==> config.mk <==
export PLATFORM = sky130hd
export DESIGN_NAME = uart_rx_os
export DESIGN_NICKNAME = d
export VERILOG_FILES = /design/src/rtl/uart_rx_os.sv
export SDC_FILE = /design/constraint.sdc
export NUM_CORES = 1
export LEC_CHECK = 0
export CAP_MARGIN = 20
export CORE_MARGIN = 1.5
export CORE_UTILIZATION = 50
export CTS_CLUSTER_SIZE = 10
export DETAILED_ROUTE_END_ITERATION = 10
export PLACE_DENSITY_LB_ADDON = 0.08
export RECOVER_POWER = 25
export SYNTH_ARGS = -nofsm -noshare
export SYNTH_HDL_FRONTEND = slang
export SYNTH_SLANG_ARGS = --single-unit
==> constraint.sdc <==
create_clock -name i_clk -period 3.3 [get_ports i_clk]
set_input_delay 0.66 -clock i_clk [delete_from_list [all_inputs] [get_ports i_clk]]
set_output_delay 0.66 -clock i_clk [all_outputs]
set_load 0.01 [all_outputs]
==> src/rtl/uart_rx_os.sv <==
// Oversampling UART receiver: own baud tick generator, 3-sample majority vote,
// configurable data/parity/stop format, valid/ack handshake with per-frame error flags.
module uart_rx_os #(
  parameter int CLK_DIV    = 27,
  parameter int OVERSAMPLE = 16,
  parameter int DATA_BITS  = 8,
  parameter int PARITY     = 0,
  parameter int STOP_BITS  = 1
) (
  input  logic                 i_clk,
  input  logic                 i_rst_n,
  input  logic                 i_uart_rx,
  input  logic                 i_rx_ack,
  output logic [DATA_BITS-1:0] o_rx_data,
  output logic                 o_rx_valid,
  output logic                 o_rx_busy,
  output logic                 o_frame_err,
  output logic                 o_parity_err,
  output logic                 o_overrun_err
);

  localparam int DIV_W = (CLK_DIV > 2) ? $clog2(CLK_DIV) : 1;
  localparam int SMP_W = $clog2(OVERSAMPLE);
  localparam int IDX_W = $clog2(DATA_BITS);

  // state | meaning: IDLE wait for edge, START confirm start bit, DATA shift bits,
  // PARITY check parity bit, STOP accumulate stop bits and commit on the last one
  typedef enum logic [2:0] {S_IDLE, S_START, S_DATA, S_PARITY, S_STOP} state_t;

  state_t               r_state;
  state_t               w_next;
  logic                 r_s1, r_s2, r_s3;
  logic [DIV_W-1:0]     r_div;
  logic [SMP_W-1:0]     r_smp;
  logic [IDX_W-1:0]     r_idx;
  logic                 r_v0, r_v1;
  logic [DATA_BITS-1:0] r_shift;
  logic                 r_par_err;
  logic                 r_stop_ok;

  logic w_fall, w_tick, w_wrap, w_smp_lo, w_smp_mid, w_dec, w_vote;
  logic w_last_data, w_last_stop, w_par_exp, w_commit;

  assign w_fall      = r_s3 & ~r_s2;
  assign w_tick      = (r_div == DIV_W'(CLK_DIV - 1));
  assign w_wrap      = w_tick && (r_smp == SMP_W'(OVERSAMPLE - 1));
  assign w_smp_lo    = w_tick && (r_smp == SMP_W'(OVERSAMPLE/2 - 1));
  assign w_smp_mid   = w_tick && (r_smp == SMP_W'(OVERSAMPLE/2));
  assign w_dec       = w_tick && (r_smp == SMP_W'(OVERSAMPLE/2 + 1));
  assign w_vote      = (r_v0 & r_v1) | (r_v0 & r_s2) | (r_v1 & r_s2);
  assign w_last_data = (r_idx == IDX_W'(DATA_BITS - 1));
  assign w_last_stop = (r_idx == IDX_W'(STOP_BITS - 1));
  assign w_par_exp   = (PARITY == 1) ? ~(^r_shift) : (^r_shift);
  assign o_rx_busy   = (r_state != S_IDLE);

  always_ff @(posedge i_clk) begin
    if (!i_rst_n) r_state <= S_IDLE;
    else          r_state <= w_next;
  end

  always_comb begin
    w_next   = r_state;
    w_commit = 1'b0;
    case (r_state)
      S_IDLE:   if (w_fall) w_next = S_START;
      S_START: begin
        if (w_dec && w_vote) w_next = S_IDLE;
        else if (w_wrap)     w_next = S_DATA;
      end
      S_DATA:   if (w_wrap && w_last_data) w_next = (PARITY != 0) ? S_PARITY : S_STOP;
      S_PARITY: if (w_wrap) w_next = S_STOP;
      S_STOP: begin
        if (w_dec && w_last_stop) begin
          w_next   = S_IDLE;
          w_commit = 1'b1;
        end
      end
      default:  w_next = S_IDLE;
    endcase
  end

  always_ff @(posedge i_clk) begin
    if (!i_rst_n) begin
      r_s1          <= 1'b1;
      r_s2          <= 1'b1;
      r_s3          <= 1'b1;
      r_div         <= '0;
      r_smp         <= '0;
      r_idx         <= '0;
      r_v0          <= 1'b1;
      r_v1          <= 1'b1;
      r_shift       <= '0;
      r_par_err     <= 1'b0;
      r_stop_ok     <= 1'b1;
      o_rx_data     <= '0;
      o_rx_valid    <= 1'b0;
      o_frame_err   <= 1'b0;
      o_parity_err  <= 1'b0;
      o_overrun_err <= 1'b0;
    end else begin
      r_s1 <= i_uart_rx;
      r_s2 <= r_s1;
      r_s3 <= r_s2;

      if (r_state == S_IDLE) begin
        r_div <= '0;
        r_smp <= '0;
        r_idx <= '0;
        if (w_fall) begin
          r_stop_ok <= 1'b1;
          r_par_err <= 1'b0;
        end
      end else begin
        r_div <= w_tick ? '0 : r_div + 1'b1;
        if (w_tick) r_smp <= w_wrap ? '0 : r_smp + 1'b1;
      end

      if (w_smp_lo)  r_v0 <= r_s2;
      if (w_smp_mid) r_v1 <= r_s2;

      if (r_state == S_DATA) begin
        if (w_dec)  r_shift[r_idx] <= w_vote;
        if (w_wrap) r_idx <= w_last_data ? '0 : r_idx + 1'b1;
      end

      if (r_state == S_PARITY && w_dec) r_par_err <= w_vote ^ w_par_exp;

      if (r_state == S_STOP) begin
        if (w_dec)  r_stop_ok <= r_stop_ok & w_vote;
        if (w_wrap) r_idx <= r_idx + 1'b1;
      end

      // a commit coinciding with ack wins: the new character stays valid
      if (w_commit) begin
        o_rx_data     <= r_shift;
        o_frame_err   <= ~(r_stop_ok & w_vote);
        o_parity_err  <= r_par_err;
        o_overrun_err <= o_rx_valid & ~i_rx_ack;
        o_rx_valid    <= 1'b1;
      end else if (i_rx_ack) begin
        o_rx_valid <= 1'b0;
      end
    end
  end

endmodule

==> key figures, run 1 <==
Setup path
  – CP Launch Type: input port
  – R2R setup slack: roughly 1000 ps
  – WP data required: between 3000 and 4000 ps
  – Critical R2R Capture: o_overrun_err
  – Worst R2R Path Depth: 7
  – Reg2reg start: r_idx[1]
  – CP max FO: 37
  – Crit. End Element: flip-flop
  – Worst Path Arrival: 2810 ps
  – Classification of the worst setup path: in -> reg
  – Worst setup startpoint: i_rst_n
  – Setup crit end: r_div[2]

Timing
  – Final setup fails: 0
  – Layout Skew: around 2.2 ps
  – Setup TNS: 0 ps
  – RSZ-0062 raised after global routing: no
  – Fmax: 0.387 GHz
  – Fin crit share: 78.3%
  – Slew Limit Fails: 0
  – Slew @ Worst Pin: around 1400 ps
  – Final hold violation count: 0
  – Final period demand of the worst path: 2580 ps
  – Relative slew slack: ~4.3%

GRT
  – Initial antenna violation count: 0
  – First-pass GRT wire length: roughly 7 mm
  – Largest net degree at the start of global routing: 38
  – GRT overflow: 0
  – Vias in the first global route: between 1500 and 2000
  – GRT Resource Usage Total: roughly a fifth

Power and ir drop
  – PD cells: 378 mW/mm^2
  – P_leak: between 0.8 and 0.9 nW
  – Peak VDD IR: between 0.0002 and 0.0003 V

Finish
  – Final nets: around 250
  – Fillers: 323
  – Storage element area: 841 sq um
  – Area growth syn-to-layout: 11.7%
  – ANT cells: 0
  – Finished Layout Cells: approximately 290
  – Multi-input logic area: approximately 0.0011 sq mm
  – Share of cells above drive strength 1: under 10%

Floorplan
  – Die X: roughly 67 microns
  – Core region area: 0.00377 sq mm
  – Die Area: about 0.0044 sq mm
  – Initial core utilization: 53.6%
  – Floorplan row count: 22
  – Die height: ~67 microns
  – I/O pin cnt: 17

Drt
  – DR vias/cell: between 5 and 6
  – WL/cell: 14.3 microns
  – DRT Pass-1 Iters: 4
  – Total wire length: 4.08 mm
  – Number of remaining DRC errors: 0
  – Post-route ant nets: 0
  – Drt initial violations: between 100 and 150
  – Routed vias: roughly 1600

Yosys
  – Mapped Cells: ~230
  – Yosys reg bits: 42
  – Synth top area cells: dfxtp_1 42%, nand2_1 6.9%, ha_1 4.9%, mux2i_1 4.0%, a21boi_0 3.7%
  – Number of flops mapped to enable cells by yosys: 0
  – Register area share after synthesis: between 40% and 50%
  – Post-synth top flop: dfxtp_1
  – Commonest cells in the netlist: 42 x dfxtp_1, 37 x nand2_1, 15 x nor2_1, 12 x clkbuf_1
  – Synth Warn #: 0
  – Count leader, synth: dfxtp_1
  – Synthesized Nets: about 240
  – Asr flop ratio synth: 0%
  – Post-synth top area cell: dfxtp_1
  – Top cell type's share of synthesized area: 41.6%
  – Synth unique cells: between 40 and 50
  – Mapped Area: 0.00202 sq mm
  – Mapped Avg Cell Area: 8.91 sq um

Clock network
  – CTS tree: built
  – Post-CTS Hold Fix Bufs: 0
  – Clk root buf: clkbuf_8
  – Post-CTS Setup Bufs: 0
  – TritonCTS Buffers: 5
  – Clock slew at reported path FFs: roughly 80 ps
  – Resized cells post-CTS: 0
  – Max Root-Sink Buffers: 2
  – Sink Count: 42
  – Worst skew pair latency: 300 ps
  – H-tree Lvls: 2

Status
  – Status: finished, final reports clean

Min path
  – Min-Delay Path Depth: 1
  – Hold crit path type: reg -> reg

Place
  – HPWL after DPL: approximately 2.8 mm
  – Placed insts: about 280
  – GP Congestion: ~0.9
  – Port bufs: 16

Run
  – Max_cap viols: 0
-- report_power, final --
group | total [mW] | internal [mW] | switching, mW
Clock | 0.318 | 0.145 | 0.173
Combinational | 0.0246 | 0.0103 | 0.0143
Sequential | 0.512 | 0.509 | 0.00329
Total | 0.855 | 0.664 | 0.191
-- cell usage in the layout (no fill, tap or decap), types with 2 or more instances in the layout --
cell type / Yosys / routed
dfxtp_1: 42 / 42
nand2_1: 37 / 37
clkdlybuf4s50_1: 0 / 16
nor2_1: 15 / 15
a21boi_0: 10 / 10
nand3_1: 10 / 10
o21ai_0: 8 / 8
mux2i_1: 8 / 8
ha_1: 8 / 8
xnor2_1: 7 / 7
nand2b_1: 7 / 7
inv_1: 6 / 6
nor3_1: 6 / 6
clkbuf_8: 0 / 5
nand3b_1: 4 / 4
nor3b_1: 3 / 3
xor2_1: 3 / 3
a21oi_1: 3 / 3
and2_1: 3 / 3
nand4_1: 2 / 2
a311oi_1: 2 / 2
o211ai_1: 2 / 2
maj3_1: 2 / 2
o31a_1: 2 / 2
o41ai_1: 2 / 2
clkbuf_1: 12 / 2
-- stage by stage --
step                area, sq um  util, %  setup WS (ps)  hold WS [ps]  power [mW]
floorplan                  2020        -           1330           386       0.539
global placement           2180     57.9           1200           394       0.548
detailed placement         2180     57.9           1110           407       0.549
CTS                        2260     60.0            865           427       0.865
global route               2260     59.9            421           439       0.886
finish                     2260     59.9            716           422       0.855
-- kinds of logic (layout without fill, tap and decap cells) --
logic type      after synthesis  in the layout  synth area share (%)
compound gates               38             38                  13.8
xor+xnor                     11             11                  5.44
fa+ha+maj                    10             10                  5.94
buf+inv                      20             30                  4.45
flops                        42             42                  41.6
mux                           8              8                  3.96
simple gates                 98             98                  24.9
-- final cells by class --
type / count / share of cell area, %
multi-input cells: 165 / 48.3
flip-flops and latches: 42 / 37.2
repair buffers: 17 / 7.25
clock buffers: 6 / 3.21
well taps: 48 / 2.66
inverters: 6 / 0.997
clock inverters: 1 / 0.332
-- state kept, by name, summed over array words and instances, names as in the netlist, 3 cells and up --
register and count:
r_state 3, r_idx 3, r_smp 4, o_rx_data 8, r_shift 8, r_div 5
-- metal layers --
metal | wire, microns | global-route usage [%] | up-vias
li1 | - | - | 805
met1 | 1970 | 28.0 | 748
met2 | 1840 | 32.0 | 49
met3 | 211 | 5.24 | 9
met4 | 64 | 6.63 | 0
met5 | 0 | 0 | -
-- worst max-delay path, stage by stage --
cell,delay [ps]
clkdlybuf4s50_1,480
clkbuf_1,1050
nand3_1,390
nor2_1,220
-- worst min path at each step --
stage | slack (ps) | startpoint | to
after floorplan | 390 | r_s1 | r_s2
after global placement | 390 | r_s1 | r_s2
after detailed placement | 410 | r_s1 | r_s2
after CTS | 430 | r_s1 | r_s2
after global routing | 440 | r_s1 | r_s2
final | 420 | r_s1 | r_s2
Power figures use the tool's default switching activity.
==> run 2, diff against run 1 <==
clock period = 2.5 ns   (was 3.3 ns; I/O delays follow)
==> run 2 against run 1 <==
  * Total power is 34% higher
  * Sequential share of layout area is 0.79 points lower
  * Critical path type is now reg -> out
  * Sequential cell count stayed put
  * Wire length is 0.29% higher
  * Global-route usage is 1.3 points higher
  * Critical endpoint is now o_rx_busy
  * Clock power is 38% higher
  * Critical path depth is 2 lower
==> key figures, run 2 (synthesized netlist as in run 1, its figures left out) <==
Clock network
  – Max Root-Sink Buffers: 2
  – Clock slew at reported path FFs: 70 ps
  – Worst skew pair latency: about 290 ps
  – Post-CTS Hold Fix Bufs: 0
  – Clk root buf: clkbuf_8
  – TritonCTS Buffers: 5
  – Resized cells post-CTS: 0
  – CTS tree: built
  – Post-CTS Setup Bufs: 0
  – H-tree Lvls: 2
  – Sink Count: between 40 and 50

Finish
  – Area growth syn-to-layout: 14.1%
  – Commonest non-fill, non-tap cells in the layout: 42 x dfxtp_1, 37 x nand2_1, 15 x nor2_1
  – Share of cells above drive strength 1: 6.58%
  – Most common cell after layout, fill and taps aside: dfxtp_1
  – Post-layout util: approximately three fifths
  – ANT cells: 0
  – Final nets: approximately 250
  – Largest regs: o_rx_data: 8 flops, r_shift: 8 flops, r_div: 5 flops

Drt
  – DR vias/cell: about 5.6
  – DRT Pass-1 Iters: 4
  – Drt initial violations: roughly 160
  – Routed vias: between 1500 and 2000
  – Post-route ant nets: 0
  – WL/cell: between 10 and 15 microns
  – Total wire length: a little over 4 mm
  – Number of remaining DRC errors: 0

Timing
  – Layout Skew: between 7 and 8 ps
  – Relative slew slack: roughly three fifths
  – Setup ws final: 263 ps
  – Fmax: ~0.45 GHz
  – Slew @ Worst Pin: approximately 600 ps
  – Fin crit share: about nine tenths
  – Slew Limit Fails: 0
  – Final hold violation count: 0
  – Setup TNS: 0 ps
  – Final setup fails: 0
  – RSZ-0062 raised after global routing: no
  – Final period demand of the worst path: about 2200 ps

Setup path
  – CP max FO: 10
  – Classification of the worst setup path: reg -> out
  – Worst Path Arrival: about 1700 ps
  – Reg2reg start: r_div[0]
  – Worst R2R Path Depth: 7
  – CP Launch Type: flip-flop
  – Crit. End Element: primary output
  – Worst setup startpoint: r_state[2]
  – Critical R2R Capture: r_shift[2]
  – R2R setup slack: ~320 ps
  – WP data required: ~2000 ps

Floorplan
  – Core region area: 0.00377 sq mm
  – Die height: about 67 microns
  – Die X: about 67 microns
  – I/O pin cnt: 17
  – Initial core utilization: 53.6%
  – Floorplan row count: 22
  – Die Area: 0.00444 sq mm

GRT
  – First-pass GRT wire length: between 7 and 8 mm
  – Initial antenna violation count: 0
  – GR Layer Usage met3: under 10%
  – Gr busiest metal: met2
  – Largest net degree at the start of global routing: 15
  – Met1 Use GR: 29.7%
  – Vias in the first global route: about 1600
  – GRT Resource Usage Total: a little over a fifth
  – Met2 Resource Use GR: between 30% and 40%
  – GRT overflow: 0

Power and ir drop
  – PD cells: a little under 500 mW/mm^2
  – Sw power: 0.239 mW
  – Internal Pwr Total: between 0.9 and 1 mW
  – Pwr Total: between 1 and 1.5 mW
  – Reg power frac: between 50% and 60%
  – Logic pwr share: roughly 3%
  – Peak VDD IR: ~0.00048 V
  – P_leak: ~0.86 nW
  – Clk pwr share: a little under two fifths
  – Net Sw Frac: between 20% and 30%

Min path
  – Min-Delay Path Depth: 1
  – Hold path start: r_s1
  – Hold crit path type: reg -> reg
  – Hold Path End: r_s2

Place
  – GP Congestion: ~0.9
  – HPWL after DPL: around 3 mm
  – Pre-CTS setup slack: 319 ps
  – Port bufs: 16

Run
  – Max_cap viols: 0

Status
  – Status: finished, final reports clean
-- run 2: area by class of cell --
class                   instances  area (sq um)
fillers                       317          1460
multi-input cells             165          1090
flip-flops and latches         42           841
repair buffers                 22           201
clock buffers                   7          86.3
well taps                      48          60.1
inverters                       6          22.5
clock inverters                 1          5.00
-- run 2: power groups by stage --
stage               sequential (mW)  clock (mW)  combinational, mW
CTS                           0.676       0.453             0.0352
global route                  0.677       0.479             0.0376
finish                        0.676       0.438             0.0342
detailed placement            0.692           0             0.0351
global placement              0.691           0             0.0341
floorplan                     0.689           0             0.0231
-- run 2: stage by stage --
step | instances | area [sq um] | hold WS [ps]
after floorplan | 227 | 2020 | 386
after global placement | 283 | 2220 | 395
after detailed placement | 283 | 2220 | 406
after CTS | 291 | 2310 | 423
after global routing | 291 | 2310 | 446
final | 291 | 2310 | 416
-- run 2: routing by layer --
metal	part of all wire, %	vias up
li1	-	816
met1	48	769
met2	46	40
met3	4.7	8
met4	1.7	0
met5	0	-
-- run 2: how the worst max path moves through the flow --
stage / endpoint / cells past startpoint
finish: o_rx_busy / 2
floorplan: r_shift[2] / 9
detailed placement: r_shift[2] / 7
global route: o_rx_busy / 2
global placement: r_shift[2] / 7
CTS: o_rx_busy / 2
-- run 2: critical path, cell delays in order, from the launching register on --
cell and delay (ps):
dfxtp_1 400, or3_1 520, clkdlybuf4s50_1 520
